--- src/rtl/cpu_irq_receiver.sv ---
// CPU-side receiver for the fabric IRQ lines: synchronise, optionally filter,
// latch edge/level events into pending bits and present one prioritised
// request to the CPU with a req/ack handshake.
// Optional build macro: CPU_IRQ_GLITCH_FILTER_EN adds a per-line stability
// filter (FILTER_CYCLES consecutive cycles) after the synchroniser.
//
// state    | meaning
// ---------+-------------------------------------------------------------
// ST_IDLE  | no request outstanding; arbitrate over pending & mask
// ST_REQ   | request held to CPU, id frozen until the matching ack
module cpu_irq_receiver #(
    parameter int NUM_IRQ       = 4,
    parameter int SYNC_STAGES   = 2,
    parameter int FILTER_CYCLES = 4
) (
    input  logic               UserCLK,
    input  logic               resetn,
    input  logic [NUM_IRQ-1:0] IRQ,
    input  logic [NUM_IRQ-1:0] irq_edge_mode,
    input  logic [NUM_IRQ-1:0] irq_mask,
    output logic               irq_req_o,
    output logic [1:0]         irq_id_o,
    input  logic               irq_ack_i,
    input  logic [1:0]         irq_ack_id_i,
    output logic [NUM_IRQ-1:0] irq_pending_o
);

    localparam int ID_W = 2;

    typedef enum logic {ST_IDLE = 1'b0, ST_REQ = 1'b1} state_t;

    if (SYNC_STAGES < 2 || FILTER_CYCLES < 1) begin : g_param_check
        $error("cpu_irq_receiver: SYNC_STAGES must be >=2 and FILTER_CYCLES >=1");
    end

    logic [SYNC_STAGES-1:0][NUM_IRQ-1:0] sync_q;
    logic [NUM_IRQ-1:0] sync_s;
    logic [NUM_IRQ-1:0] filt;
    logic [NUM_IRQ-1:0] prev_q;
    logic [NUM_IRQ-1:0] ev;
    logic [NUM_IRQ-1:0] clr;
    logic [NUM_IRQ-1:0] active;
    logic [NUM_IRQ-1:0] pend_q, pend_d;
    logic               req_q, req_d;
    logic [ID_W-1:0]    id_q, id_d;
    logic [ID_W-1:0]    lowest;
    logic               ack_ok;
    state_t             state_q, state_d;

    // Synchroniser chain; the last stage is the first one safe to use.
    always_ff @(posedge UserCLK or negedge resetn) begin
        if (!resetn) begin
            sync_q <= '0;
        end else begin
            sync_q <= {sync_q[SYNC_STAGES-2:0], IRQ};
        end
    end

    assign sync_s = sync_q[SYNC_STAGES-1];

`ifdef CPU_IRQ_GLITCH_FILTER_EN
    localparam int CNT_W = $clog2(FILTER_CYCLES + 1);

    logic [NUM_IRQ-1:0][CNT_W-1:0] flt_cnt_q, flt_cnt_d;
    logic [NUM_IRQ-1:0]            filt_q, filt_d;

    // Count consecutive disagreements; adopt the new level on the last one.
    always_comb begin
        filt_d    = filt_q;
        flt_cnt_d = '0;
        for (int i = 0; i < NUM_IRQ; i++) begin
            if (sync_s[i] != filt_q[i]) begin
                if (flt_cnt_q[i] == CNT_W'(FILTER_CYCLES - 1)) begin
                    filt_d[i] = sync_s[i];
                end else begin
                    flt_cnt_d[i] = flt_cnt_q[i] + CNT_W'(1);
                end
            end
        end
    end

    // Filter state registers.
    always_ff @(posedge UserCLK or negedge resetn) begin
        if (!resetn) begin
            filt_q    <= '0;
            flt_cnt_q <= '0;
        end else begin
            filt_q    <= filt_d;
            flt_cnt_q <= flt_cnt_d;
        end
    end

    assign filt = filt_q;
`else
    assign filt = sync_s;
`endif

    assign ev     = (irq_edge_mode & filt & ~prev_q) | (~irq_edge_mode & filt);
    assign active = pend_q & irq_mask;

    // Priority pick (index 0 highest), ack qualification and next state.
    always_comb begin
        state_d = state_q;
        req_d   = req_q;
        id_d    = id_q;
        clr     = '0;
        lowest  = '0;
        for (int i = NUM_IRQ - 1; i >= 0; i--) begin
            if (active[i]) begin
                lowest = i[ID_W-1:0];
            end
        end
        ack_ok = (state_q == ST_REQ) && irq_ack_i && (irq_ack_id_i == id_q);
        if (ack_ok) begin
            clr[id_q] = 1'b1;
        end
        case (state_q)
            ST_IDLE: begin
                req_d = 1'b0;
                if (|active) begin
                    id_d    = lowest;
                    req_d   = 1'b1;
                    state_d = ST_REQ;
                end
            end
            ST_REQ: begin
                if (ack_ok) begin
                    req_d   = 1'b0;
                    state_d = ST_IDLE;
                end
            end
            default: begin
                req_d   = 1'b0;
                state_d = ST_IDLE;
            end
        endcase
        // A fresh event in the clearing cycle keeps the bit set.
        pend_d = ev | (pend_q & ~clr);
    end

    // Edge history, pending bits and handshake registers.
    always_ff @(posedge UserCLK or negedge resetn) begin
        if (!resetn) begin
            prev_q  <= '0;
            pend_q  <= '0;
            req_q   <= 1'b0;
            id_q    <= '0;
            state_q <= ST_IDLE;
        end else begin
            prev_q  <= filt;
            pend_q  <= pend_d;
            req_q   <= req_d;
            id_q    <= id_d;
            state_q <= state_d;
        end
    end

    assign irq_req_o     = req_q;
    assign irq_id_o      = id_q;
    assign irq_pending_o = pend_q;

endmodule

--- config.mk ---
export PLATFORM = sky130hd
export DESIGN_NAME = cpu_irq_receiver
export DESIGN_NICKNAME = d
export VERILOG_FILES = /design/src/rtl/cpu_irq_receiver.sv
export SDC_FILE = /design/constraint.sdc
export NUM_CORES = 1
export LEC_CHECK = 0
export BUFFER_PORTS_ARGS = -buffer_cell sky130_fd_sc_hd__buf_2
export CORE_UTILIZATION = 46
export CTS_CLUSTER_SIZE = 40
export DETAILED_ROUTE_END_ITERATION = 12
export PLACE_DENSITY = 0.74
export SLEW_MARGIN = 20
export SYNTH_ARGS = -nofsm -noshare
export SYNTH_HDL_FRONTEND = slang
export SYNTH_SLANG_ARGS = --single-unit
--- constraint.sdc ---
create_clock -name UserCLK -period 1.7 [get_ports UserCLK]
set_input_delay 0.17 -clock UserCLK [delete_from_list [all_inputs] [get_ports UserCLK]]
set_output_delay 0.17 -clock UserCLK [all_outputs]
set_load 0.1 [all_outputs]
Word level (Yosys, flattened, before mapping)
Index checks and enable logic that the tools add are counted.

Bits in registers: 20. Output and inout port bits: 7.

Order comparisons: 2. Eq/ne operators: 2. Multiplexer cells: 12. Bitwise operators: 11. Reduce and logical (&&, ||, !) cells: 5.

Operators with widths (count): $and 4x4->4 (5); $not 4->4 (3); $mux 2 (4); $or 4x4->4 (2); $mux 1 (4); $mux 4 (1); $pmux 1 s2 (2); $reduce_or 4->1 (1); $logic_and 1x1->1 (3); $lt 2x3->1 const B (1); $demux 1 s2 (1); $eq 2x2->1 (1); $ge 2x1->1 const B (1); $ne 2x2->1 const B (1); $reduce_and 2->1 (1); $not 1->1 (1).

Logic depth before layout (Yosys ltp)
Gate-level depths: netlist (run 1).

Depth in word-level cells: 8. Mapped depth: 4. Gate-level depth less buffers: 4.

Worst setup path after synthesis (run 1)
Ideal clock, no wire load.

Path kind: flip-flop to flip-flop. From: register id_q[1], in the netlist irq_id_o[1]. To: register pend_q[3], in the netlist irq_pending_o[3]. Arrival: 1763 ps. Setup slack: -185 ps. Cell stages (with the launch flop): 5. Period minus slack after synthesis: 1885 ps. Cells stage by stage: dfrtp_1 > xnor2_1 > and3_4 > nand4_1 > a22o_1.

Cells in the longest elaborated chain, start to end: 8. Elaborated cells between the ends (all ways): 11.

Ends and longest elaborated chain: start: declaration (RTL line 45) `logic [ID_W-1:0] id_q, id_d;`; start signal: assignment (RTL line 153) `id_q <= id_d;`; $lt 2x3->1 (implied by the code) / $ge 2x1->1 (equally long branches) (RTL line 115) `clr[id_q] = 1'b1;`; $logic_and 1x1->1 (implied by the code) (RTL line 115); $mux 1 (implied by the code) (RTL line 115); $demux 1 s2 (RTL line 115); $mux 4 (*) (RTL line 114) `if (ack_ok) begin`; $not 4->4 (*) (RTL line 138) `pend_d = ev | (pend_q & ~clr);`; $and 4x4->4 (*) (RTL line 138); $or 4x4->4 (*) (RTL line 138); net pend_d[3] (RTL line 43) `logic [NUM_IRQ-1:0] pend_q, pend_d;`; end signal: assignment (RTL line 151) `pend_q <= pend_d;`; end: declaration (RTL line 43).

The timed path passes the listed nets; every way through them passes the cells marked *. A chain may end at the register's enable or synchronous reset.

Worst setup path after layout (run 1)
Ends and elaborated chain as after synthesis.

==> results of run 1 <==
[flip-flops by register name, summed over array words and instances, names as in the netlist]
signal and flops:
filt 4, irq_pending_o 4, prev_q 4, sync_q 4, irq_id_o 2, irq_req_o 1
state_q 1
[how the worst max path moves through the flow]
| stage | cells after the start | slack (ns) | end | from |
|---|---|---|---|---|
| 3_5_place_dp | 4 | 0.36 | irq_pending_o[3]$_DFF_PN0_ | irq_id_o[1]$_DFFE_PN0P_ |
| 5_1_grt | 4 | 0.24 | irq_pending_o[1]$_DFF_PN0_ | irq_id_o[1]$_DFFE_PN0P_ |
| 2_1_floorplan | 4 | 0.007 | irq_id_o[0]$_DFFE_PN0P_ | irq_pending_o[0]$_DFF_PN0_ |
| 4_1_cts | 1 | 0.32 | irq_id_o[0] | irq_id_o[0]$_DFFE_PN0P_ |
| 3_3_place_gp | 4 | 0.41 | irq_pending_o[1]$_DFF_PN0_ | irq_id_o[1]$_DFFE_PN0P_ |
| 6_report | 4 | 0.30 | irq_pending_o[3]$_DFF_PN0_ | irq_id_o[1]$_DFFE_PN0P_ |
[Yosys cell counts]
library cell,instances
a41oi_1,1
nand3b_1,1
nor2_1,3
nand4b_1,1
o21ai_0,1
xnor2_1,2
nand2_1,8
and3_4,1
nand3_1,3
dfrtp_1,20
a22o_1,4
a21o_1,1
a21oi_1,2
inv_1,1
a32o_1,1
a31o_2,1
nand4_1,1
[report_power, final]
part / internal (uW) / total (uW) / switching [uW]
clock: 91.2 / 219 / 128
combinational: 152 / 637 / 485
sequential: 552 / 633 / 80.7
[cell usage in the layout (no fill, tap or decap), types with 2 or more instances in the layout]
| cell type | instances |
|---|---|
| nand3_1 | 3 |
| dfrtp_1 | 19 |
| dlygate4sd3_1 | 5 |
| clkbuf_4 | 3 |
| xnor2_1 | 2 |
| buf_2 | 23 |
| nor2_1 | 3 |
| a21oi_1 | 2 |
| a22o_1 | 4 |
| nand2_1 | 8 |
[cell families after synthesis]
| logic type | synth area share (%) |
|---|---|
| xor+xnor | 2.514 |
| flops | 71.81 |
| compound gates | 12.21 |
| simple gates | 12.93 |
| buf+inv | 0.5381 |
[timing repair]
action,in CTS,in global routing
setup buffers,0,0
hold buffers,5,0
endpoints found under the hold margin,24,0
[area by class of cell]
| cell class | count | share of cell area (%) |
|---|---|---|
| Clock buffer | 4 | 2.893 |
| Inverter | 1 | 0.4132 |
| Multi-Input combinational cell | 31 | 21.21 |
| Sequential cell | 20 | 55.23 |
| Tap cell | 15 | 2.066 |
| Timing Repair Buffer | 28 | 18.18 |
[per-layer routing]
metal  share of wire (%)  routed length (um)  up-vias
met5                   0                   0        -
met4                0.85                  11        0
met3                 5.9                  76        2
met2                  48                 620       16
met1                  45                 580      252
li1                    -                   -      250
[worst register-to-register path, stage by stage, from the launching register on]
cell and delay (ns):
dfrtp_2 0.46, xnor2_1 0.25, and3_4 0.24, nand4_1 0.10, a22o_1 0.24
[metrics by stage]
step / utilization (%) / area, um^2 / total power (uW)
4_1_cts: 67.28 / 908.4 / 1501
3_3_place_gp: 61.63 / 832.0 / 1256
5_1_grt: 67.28 / 908.4 / 1562
6_report: 67.28 / 908.4 / 1489
2_1_floorplan: - / 698.2 / 1144
3_5_place_dp: 61.63 / 832.0 / 1268
==> metrics.yaml, run 1 <==
outcome:
  outcome: "complete, no violations"
clock_network:
  htree_levels: 1
  cts_max_path_buffers: 2
  clkTransAtPathRegs_ns: 0.10
  clock_latency_ns: 0.29
  clkSinkCount: 20
  cts_root_buf: "clkbuf_4"
  ctsResizeCount: 0
  cts_made_buffers: 3
  cts_tree: "built"
route:
  vias: 520
  drt_wl_total_um: 1289
  drc: 0
  ant_nets: 0
  initialDrtViolationCount: 2
  vias_per_cell: 5.253
  routedWlPerCell_um: 13.02
  dr.pass1.iters: 4
final_layout:
  syn_to_final_growth_pct: 30.34
  ff_latch_area_um2: 501.7
  final_cells: 99
  fill_cells: 109
  multi_input_area_um2: 192.7
  layout.nets: 102
  drive_gt1_share_pct: 34.52
  num_antenna_cells: 0
sta:
  skew_ns: 0.005936
  finalSetupViolations: 0
  finalHoldWorstSlack_ns: 0.1531
  worst_slew_pin_slew_ns: 0.4882
  min_period_ns: 1.397
  hold_viol: 0
  setup_slack_ns: 0.3034
  fin_setup_tns_ns: 0
  rsz0062_at_grt: "no"
  max_freq_mhz: 716.0
  finalMaxSlewViolations: 0
  slew_headroom_pct: 67.68
  min_period_over_period_pct: 82.16
grt:
  use_met3_pct: 4.891
  use_met2_pct: 29.69
  track_usage_pct: 18.32
  antenna_found_initial: 0
  grtUsageMet1_pct: 20.88
  busiest_layer: "met2"
  grt_pass1_wl_um: 1863
  grt_pass1_vias: 458
  grt_start_max_net_pins: 21
  grt_overflow: 0
floorplan:
  die_x_um: 40.93
  std_cell_rows: 13
  coreArea_mm2: 0.001350
  dieHeight_um: 40.93
  io_pins: 24
  start_util_pct: 51.62
  dieArea_mm2: 0.001675
critical_path:
  worstReg2RegStart: "irq_id_o[1]$_DFFE_PN0P_"
  worstSetupPathType: "reg2reg"
  reg2reg_slack_ns: 0.30
  end_kind: "flip-flop"
  worstRegToRegCells: 4
  cpPeakStageDelay_ns: 0.46
  cp-start-kind: "flip-flop"
  crit_family: "flip-flops"
  crit_fanout: 7
  worstPathCellList: "xnor2_1 > and3_4 > nand4_1 > a22o_1"
  r2r-end: "irq_pending_o[3]$_DFF_PN0_"
  crit_buf_inv: 0
  cp_data_arrival_time_ns: 1.58
  slowest_stage: "dfrtp_2"
  required_ns: 1.88
job:
  drv_cap: 0
power:
  p_leak_uw: 0.0004151
  powerDensity_mw_per_mm2: 1639
  peakVddDrop_mv: 0.7542
yosys:
  syn_inst: 52
  yosysWarnings: 0
  ys_ff_latch: 20
  yosysTopAreaCell: "dfrtp_1"
  syn_avg_cell_area_um2: 13.40
  syn-num-nets: 69
  synth_area_um2: 696.9
  synth_area_leaders: "dfrtp_1 72%, a22o_1 5.0%, nand2_1 4.3%"
  ys_seq_area_share_pct: 71.81
  yosysUniqueCellTypes: 17
  synth_top_area_share_pct: 71.81
min_path:
  whs_path_depth: 3
  min_path_type: "in2reg"
  hp-start: "irq_edge_mode[0]"
  holdPathEnd: "irq_pending_o[0]$_DFF_PN0_"
placed_design:
  hpwl_um: 917.7
  dp_slack_ns: 0.3564
  dp.cells: 90
  port_buffers: 23
  routabilityCongestion: 0.6779
Power figures use the tool's default switching activity.
==> run 2: changes to the inputs <==
--- a/config.mk
+++ b/config.mk
@@ -6,10 +6,10 @@
 export NUM_CORES = 1
 export LEC_CHECK = 0
 export BUFFER_PORTS_ARGS = -buffer_cell sky130_fd_sc_hd__buf_2
-export CORE_UTILIZATION = 46
+export CORE_UTILIZATION = 41
 export CTS_CLUSTER_SIZE = 40
 export DETAILED_ROUTE_END_ITERATION = 12
-export PLACE_DENSITY = 0.74
+export PLACE_DENSITY = 0.7
 export SLEW_MARGIN = 20
 export SYNTH_ARGS = -nofsm -noshare
 export SYNTH_HDL_FRONTEND = slang
==> constraint.sdc (replaced) <==
create_clock -name UserCLK -period 1.2 [get_ports UserCLK]
set_input_delay 0.12 -clock UserCLK [delete_from_list [all_inputs] [get_ports UserCLK]]
set_output_delay 0.12 -clock UserCLK [all_outputs]
set_load 0.1 [all_outputs]
==> metrics.yaml, run 2 (same netlist as run 1, synthesis figures left out) <==
grt:
  grt_pass1_wl_um: 2525  # +36%
  grt_start_max_net_pins: 21  # unchanged
  track_usage_pct: 18.64  # +0.32 points
  antenna_found_initial: 0  # unchanged
  grt_overflow: 0  # unchanged
  grt_pass1_vias: 598  # +31%
sta:
  setup_slack_ns: -0.09206  # -0.3954 ns
  fin_setup_tns_ns: -0.3299  # -0.3299 ns
  hold_viol: 0  # unchanged
  min_period_over_period_pct: 107.7  # +26 points
  min_period_ns: 1.292  # -0.1046 ns
  skew_ns: 0.006755  # +0.0008185 ns
  slew_headroom_pct: 72.17  # +4.5 points
  finalSetupViolations: 6  # +6
  finalHoldWorstSlack_ns: 0.1135  # -0.03953 ns
  max_freq_mhz: 774.0  # +8.1%
  rsz0062_at_grt: "yes"
  worst_slew_pin_slew_ns: 0.4175  # -0.07074 ns
  finalMaxSlewViolations: 0  # unchanged
final_layout:
  syn_to_final_growth_pct: 55.48
  layout.nets: 104  # +2.0%
  drive_gt1_share_pct: 50.00  # +15 points
  num_antenna_cells: 0  # unchanged
  final_area_mm2: 0.001084  # +19%
  layout_commonest_cell: "buf_2"
  fill_cells: 116  # +6.4%
  layout_common_cells: "16 x buf_2, 14 x dfrtp_1, 7 x buf_12, 6 x dfrtp_4, 5 x dlygate4sd3_1"
critical_path:
  cp_data_arrival_time_ns: 1.47  # -0.11 ns
  crit_fanout: 4  # -3
  worstSetupPathType: "reg2reg"
  required_ns: 1.38  # -0.50 ns
  cp-start-kind: "flip-flop"
  end_kind: "flip-flop"
route:
  drt_wl_total_um: 1366  # +6.0%
  dr.pass1.iters: 4  # unchanged
  drc: 0  # unchanged
  ant_nets: 0  # unchanged
  routedWlPerCell_um: 13.39  # +2.9%
  vias: 522  # +0.38%
  initialDrtViolationCount: 4  # +2
  vias_per_cell: 5.118  # -2.6%
floorplan:
  die_x_um: 43.23  # +5.6%
  coreArea_mm2: 0.001541  # +14%
  std_cell_rows: 14  # +1
  io_pins: 24  # unchanged
  dieArea_mm2: 0.001869  # +12%
  dieHeight_um: 43.23  # +5.6%
  start_util_pct: 45.21  # -6.4 points
placed_design:
  dp_slack_ns: -0.07983  # -0.4362 ns
  routabilityCongestion: 0.7442  # +9.8%
  place_area_um2: 984.7  # +18%
  port_buffers: 23  # unchanged
power:
  peakVddDrop_mv: 1.147  # +52%
  p_leak_uw: 0.0004835  # +16%
  powerDensity_mw_per_mm2: 2359  # +44%
clock_network:
  cts_made_buffers: 3  # unchanged
  cts_root_buf: "clkbuf_4"
  cts_max_path_buffers: 2  # unchanged
  htree_levels: 1  # unchanged
  clkTransAtPathRegs_ns: 0.11  # about the same
  clock_latency_ns: 0.29  # about the same
  cts_tree: "built"
  clkSinkCount: 20  # unchanged
outcome:
  outcome: "finished, violations left"
  violations: "setup timing"
job:
  drv_cap: 0  # unchanged
min_path:
  min_path_type: "in2reg"
[run 2: cell count changes in the layout (fill, tap and decap cells not counted), sizes merged]
cell | before | now
buf | 23 | 25
[run 2: power breakdown]
part / internal, uW / total, uW / switching (uW)
combinational: 496 / 1230 / 736
sequential: 815 / 953 / 138
clock: 184 / 371 / 186
total: 1500 / 2560 / 1060
[run 2: through the flow]
| step | utilization, % | total power (uW) | instances |
|---|---|---|---|
| after floorplan | - | 1679 | 52 |
| after global placement | 63.88 | 2131 | 92 |
| after detailed placement | 63.88 | 2154 | 92 |
| after CTS | 69.97 | 2561 | 102 |
| after global routing | 70.29 | 2679 | 102 |
| final | 70.29 | 2556 | 102 |
[run 2: cell type report]
class                   instances  area (um^2)  area share, %
repair buffers                 30        285.3          26.33
flip-flops and latches         20        523.0          48.27
multi-input cells              31        215.2          19.86
clock buffers                   4        36.28          3.349
inverters                       1        3.754         0.3464
well taps                      16        20.02          1.848
[run 2: metal layers]
metal	up-vias	GRT usage [%]	part of all wire, %
met1	255	24.79	45
met2	14	30.15	51
met4	0	6.667	0
met3	0	3.830	4.2
met5	-	0	0
li1	253	-	-
[run 2: path summary, 6_finish.rpt]
check                                        startpoint                         end  slack (ns)  cells past startpoint
worst max-delay path            irq_id_o[1]$_DFFE_PN0P_  irq_pending_o[1]$_DFF_PN0_       -0.09                      4
worst min-delay path                   irq_edge_mode[2]  irq_pending_o[2]$_DFF_PN0_        0.11                      3
worst max register to register  irq_id_o[1]$_DFFE_PN0P_  irq_pending_o[1]$_DFF_PN0_       -0.09                      4
worst min register to register      sync_q[3]$_DFF_PN0_           filt[3]$_DFF_PN0_        0.36                      0
max in group asynchronous                        resetn     irq_id_o[0]$_DFFE_PN0P_        0.58                      2
min in group asynchronous                        resetn         sync_q[0]$_DFF_PN0_        0.29                      2
[run 2: timing repair]
item	4_1_cts	5_1_grt
resized for setup	0	1
setup buffers	1	0
endpoints found under the setup margin	5	8
pin swaps	1	3
hold endpoints to repair	24	0
hold buffers	5	0
[run 2: worst max-delay path, stage by stage, from the launching register on]
cell and delay [ns]:
dfrtp_4 0.50, xnor2_2 0.15, and3_4 0.22, nand4b_1 0.10, a22o_1 0.22
==> run 3: changes to the inputs <==
--- a/config.mk
+++ b/config.mk
@@ -6,10 +6,11 @@
 export NUM_CORES = 1
 export LEC_CHECK = 0
 export BUFFER_PORTS_ARGS = -buffer_cell sky130_fd_sc_hd__buf_2
-export CORE_UTILIZATION = 41
+export CORE_UTILIZATION = 46
 export CTS_CLUSTER_SIZE = 40
 export DETAILED_ROUTE_END_ITERATION = 12
-export PLACE_DENSITY = 0.7
+export GPL_ROUTABILITY_DRIVEN = 1
+export PLACE_DENSITY = 0.74
 export SLEW_MARGIN = 20
 export SYNTH_ARGS = -nofsm -noshare
 export SYNTH_HDL_FRONTEND = slang
==> constraint.sdc (replaced) <==
create_clock -name UserCLK -period 1.3 [get_ports UserCLK]
set_input_delay 0.13 -clock UserCLK [delete_from_list [all_inputs] [get_ports UserCLK]]
set_output_delay 0.13 -clock UserCLK [all_outputs]
set_load 0.1 [all_outputs]
==> metrics.yaml, run 3 (same netlist as run 1, synthesis figures left out) <==
critical_path:
  reg2reg_slack_ns: 0.04  # +0.13 ns
  crit_family: "flip-flops"
  crit_path_start: "irq_pending_o[3]$_DFF_PN0_"
  cp_data_arrival_time_ns: 1.16  # -0.31 ns
  worstPathCellList: "buf_2"
  cpPeakStageDelay_ns: 0.44  # -0.06 ns
  crit_fanout: 4  # unchanged
  required_ns: 1.17  # -0.21 ns
  cp-start-kind: "flip-flop"
  slowest_stage: "dfrtp_4"
  worstSetupPathType: "reg2out"
  worstReg2RegStart: "irq_id_o[1]$_DFFE_PN0P_"
  end_kind: "output pin"
  crit_buf_inv: 1  # +1
placed_design:
  routabilityCongestion: 0.7333  # -1.5%
  port_buffers: 23  # unchanged
  place_area_um2: 898.4  # -8.8%
  dp_slack_ns: 0.04360  # +0.1234 ns
clock_network:
  htree_levels: 1  # unchanged
  clkTransAtPathRegs_ns: 0.10  # about the same
  cts_max_path_buffers: 2  # unchanged
  clkSinkCount: 20  # unchanged
  cts_root_buf: "clkbuf_4"
  cts_made_buffers: 3  # unchanged
  cts_tree: "built"
  cts_setup_buffers: 0  # -1
  clock_latency_ns: 0.29  # about the same
sta:
  worst_slew_pin_slew_ns: 0.4908  # +0.07333 ns
  hold_viol: 0  # unchanged
  min_period_over_period_pct: 99.24
  rsz0062_at_grt: "yes"
  finalMaxSlewViolations: 0  # unchanged
  max_freq_mhz: 775.1
  skew_ns: 0.002557  # -0.004198 ns
  setup_slack_ns: 0.009858  # +0.1019 ns
  slew_headroom_pct: 67.51  # -4.7 points
  min_period_ns: 1.290
  finalSetupViolations: 0  # -6
  finalHoldWorstSlack_ns: 0.1247  # +0.01122 ns
grt:
  grt_overflow: 0  # unchanged
  antenna_found_initial: 0  # unchanged
  grt_start_max_net_pins: 21  # unchanged
  grt_pass1_vias: 468  # -22%
  track_usage_pct: 19.86  # +1.2 points
  grt_pass1_wl_um: 1994  # -21%
min_path:
  hp-start: "irq_edge_mode[1]"
  min_path_type: "in2reg"
route:
  ant_nets: 0  # unchanged
  initialDrtViolationCount: 14  # +10
  routedWlPerCell_um: 14.06  # +5.0%
  drt_wl_total_um: 1406  # +2.9%
  vias_per_cell: 5.190  # +1.4%
  drc: 0  # unchanged
  vias: 519  # -0.57%
  dr.pass1.iters: 4  # unchanged
final_layout:
  syn_to_final_growth_pct: 40.57
  drive_gt1_share_pct: 42.35  # -7.6 points
  layout_common_cells: "19 x buf_2, 14 x dfrtp_1, 8 x nand2_1, 6 x dfrtp_4, 5 x dlygate4sd3_1"
  num_antenna_cells: 0  # unchanged
  final_area_um2: 979.7  # -9.6%
  layout.nets: 103  # -0.96%
  layout_commonest_cell: "buf_2"
power:
  p_int_uw: 1203  # -20%
  powerDensity_mw_per_mm2: 2200  # -6.7%
  clockPowerShare_pct: 13.2  # -1.3 points
  power_frac_comb_pct: 46.8  # -1.4 points
  peakVddDrop_mv: 1.250  # +9.0%
  p_sw_uw: 952.5  # -10%
  p_leak_uw: 0.0004376  # -9.5%
  p_seq_share_pct: 40.0  # +2.7 points
  swShare_pct: 44.19  # +2.7 points
floorplan:
  io_pins: 24  # unchanged
  start_util_pct: 51.62  # +6.4 points
  dieArea_mm2: 0.001675  # -10%
  dieHeight_um: 40.93  # -5.3%
  coreArea_mm2: 0.001350  # -12%
  die_x_um: 40.93  # -5.3%
  std_cell_rows: 13  # -1
job:
  drv_cap: 0  # unchanged
outcome:
  outcome: "complete, no violations"
-- run 3: power by group through the flow --
stage / clock network [uW] / logic, uW / registers [uW]
2_1_floorplan: 0 / 209 / 1340
3_3_place_gp: 0 / 975 / 864
3_5_place_dp: 0 / 994 / 874
4_1_cts: 293 / 1010 / 858
5_1_grt: 324 / 1060 / 871
6_report: 284 / 1010 / 862
-- run 3: layer usage --
layer  track usage (%)  routed length, um  vias to the layer above  part of all wire (%)
li1                  -                  -                      250                     -
met1             25.37                621                      254                    44
met2             31.25                720                       15                    51
met3             4.891                 64                        0                   4.6
met4             10.00                  0                        0                     0
met5                 0                  0                        -                     0
-- run 3: metrics by stage --
| step | setup TNS (ns) | power (uW) | cells | utilization [%] |
|---|---|---|---|---|
| 6_report | 0 | 2156 | 100 | 72.57 |
| 5_1_grt | -0.1578 | 2259 | 100 | 72.57 |
| 4_1_cts | 0 | 2164 | 100 | 72.38 |
| 3_5_place_dp | 0 | 1868 | 91 | 66.54 |
| 3_3_place_gp | 0 | 1839 | 91 | 66.54 |
| 2_1_floorplan | -0.4311 | 1545 | 52 | - |
-- run 3: what timing repair did --
item                       in CTS  in global routing
hold endpoints to repair       24                  0
gates resized for setup         1                  1
setup endpoints to repair       1                  8
cloned                          0                  0
pin swaps                       0                  0
hold buffers                    5                  0
-- run 3: final timing paths --
kind	end	cells past startpoint
min in group asynchronous	irq_id_o[1]$_DFFE_PN0P_	2
max	irq_pending_o[3]	1
max in group asynchronous	irq_pending_o[2]$_DFF_PN0_	2
max reg2reg	irq_pending_o[0]$_DFF_PN0_	4
min reg2reg	filt[3]$_DFF_PN0_	0
min	irq_pending_o[1]$_DFF_PN0_	3
-- run 3: area by class of cell --
type | count | area [um^2]
Sequential cell | 20 | 523.0
Fill cell | 96 | 370.4
Timing Repair Buffer | 29 | 207.7
Multi-Input combinational cell | 31 | 200.2
Clock buffer | 4 | 26.28
Tap cell | 15 | 18.77
Inverter | 1 | 3.754
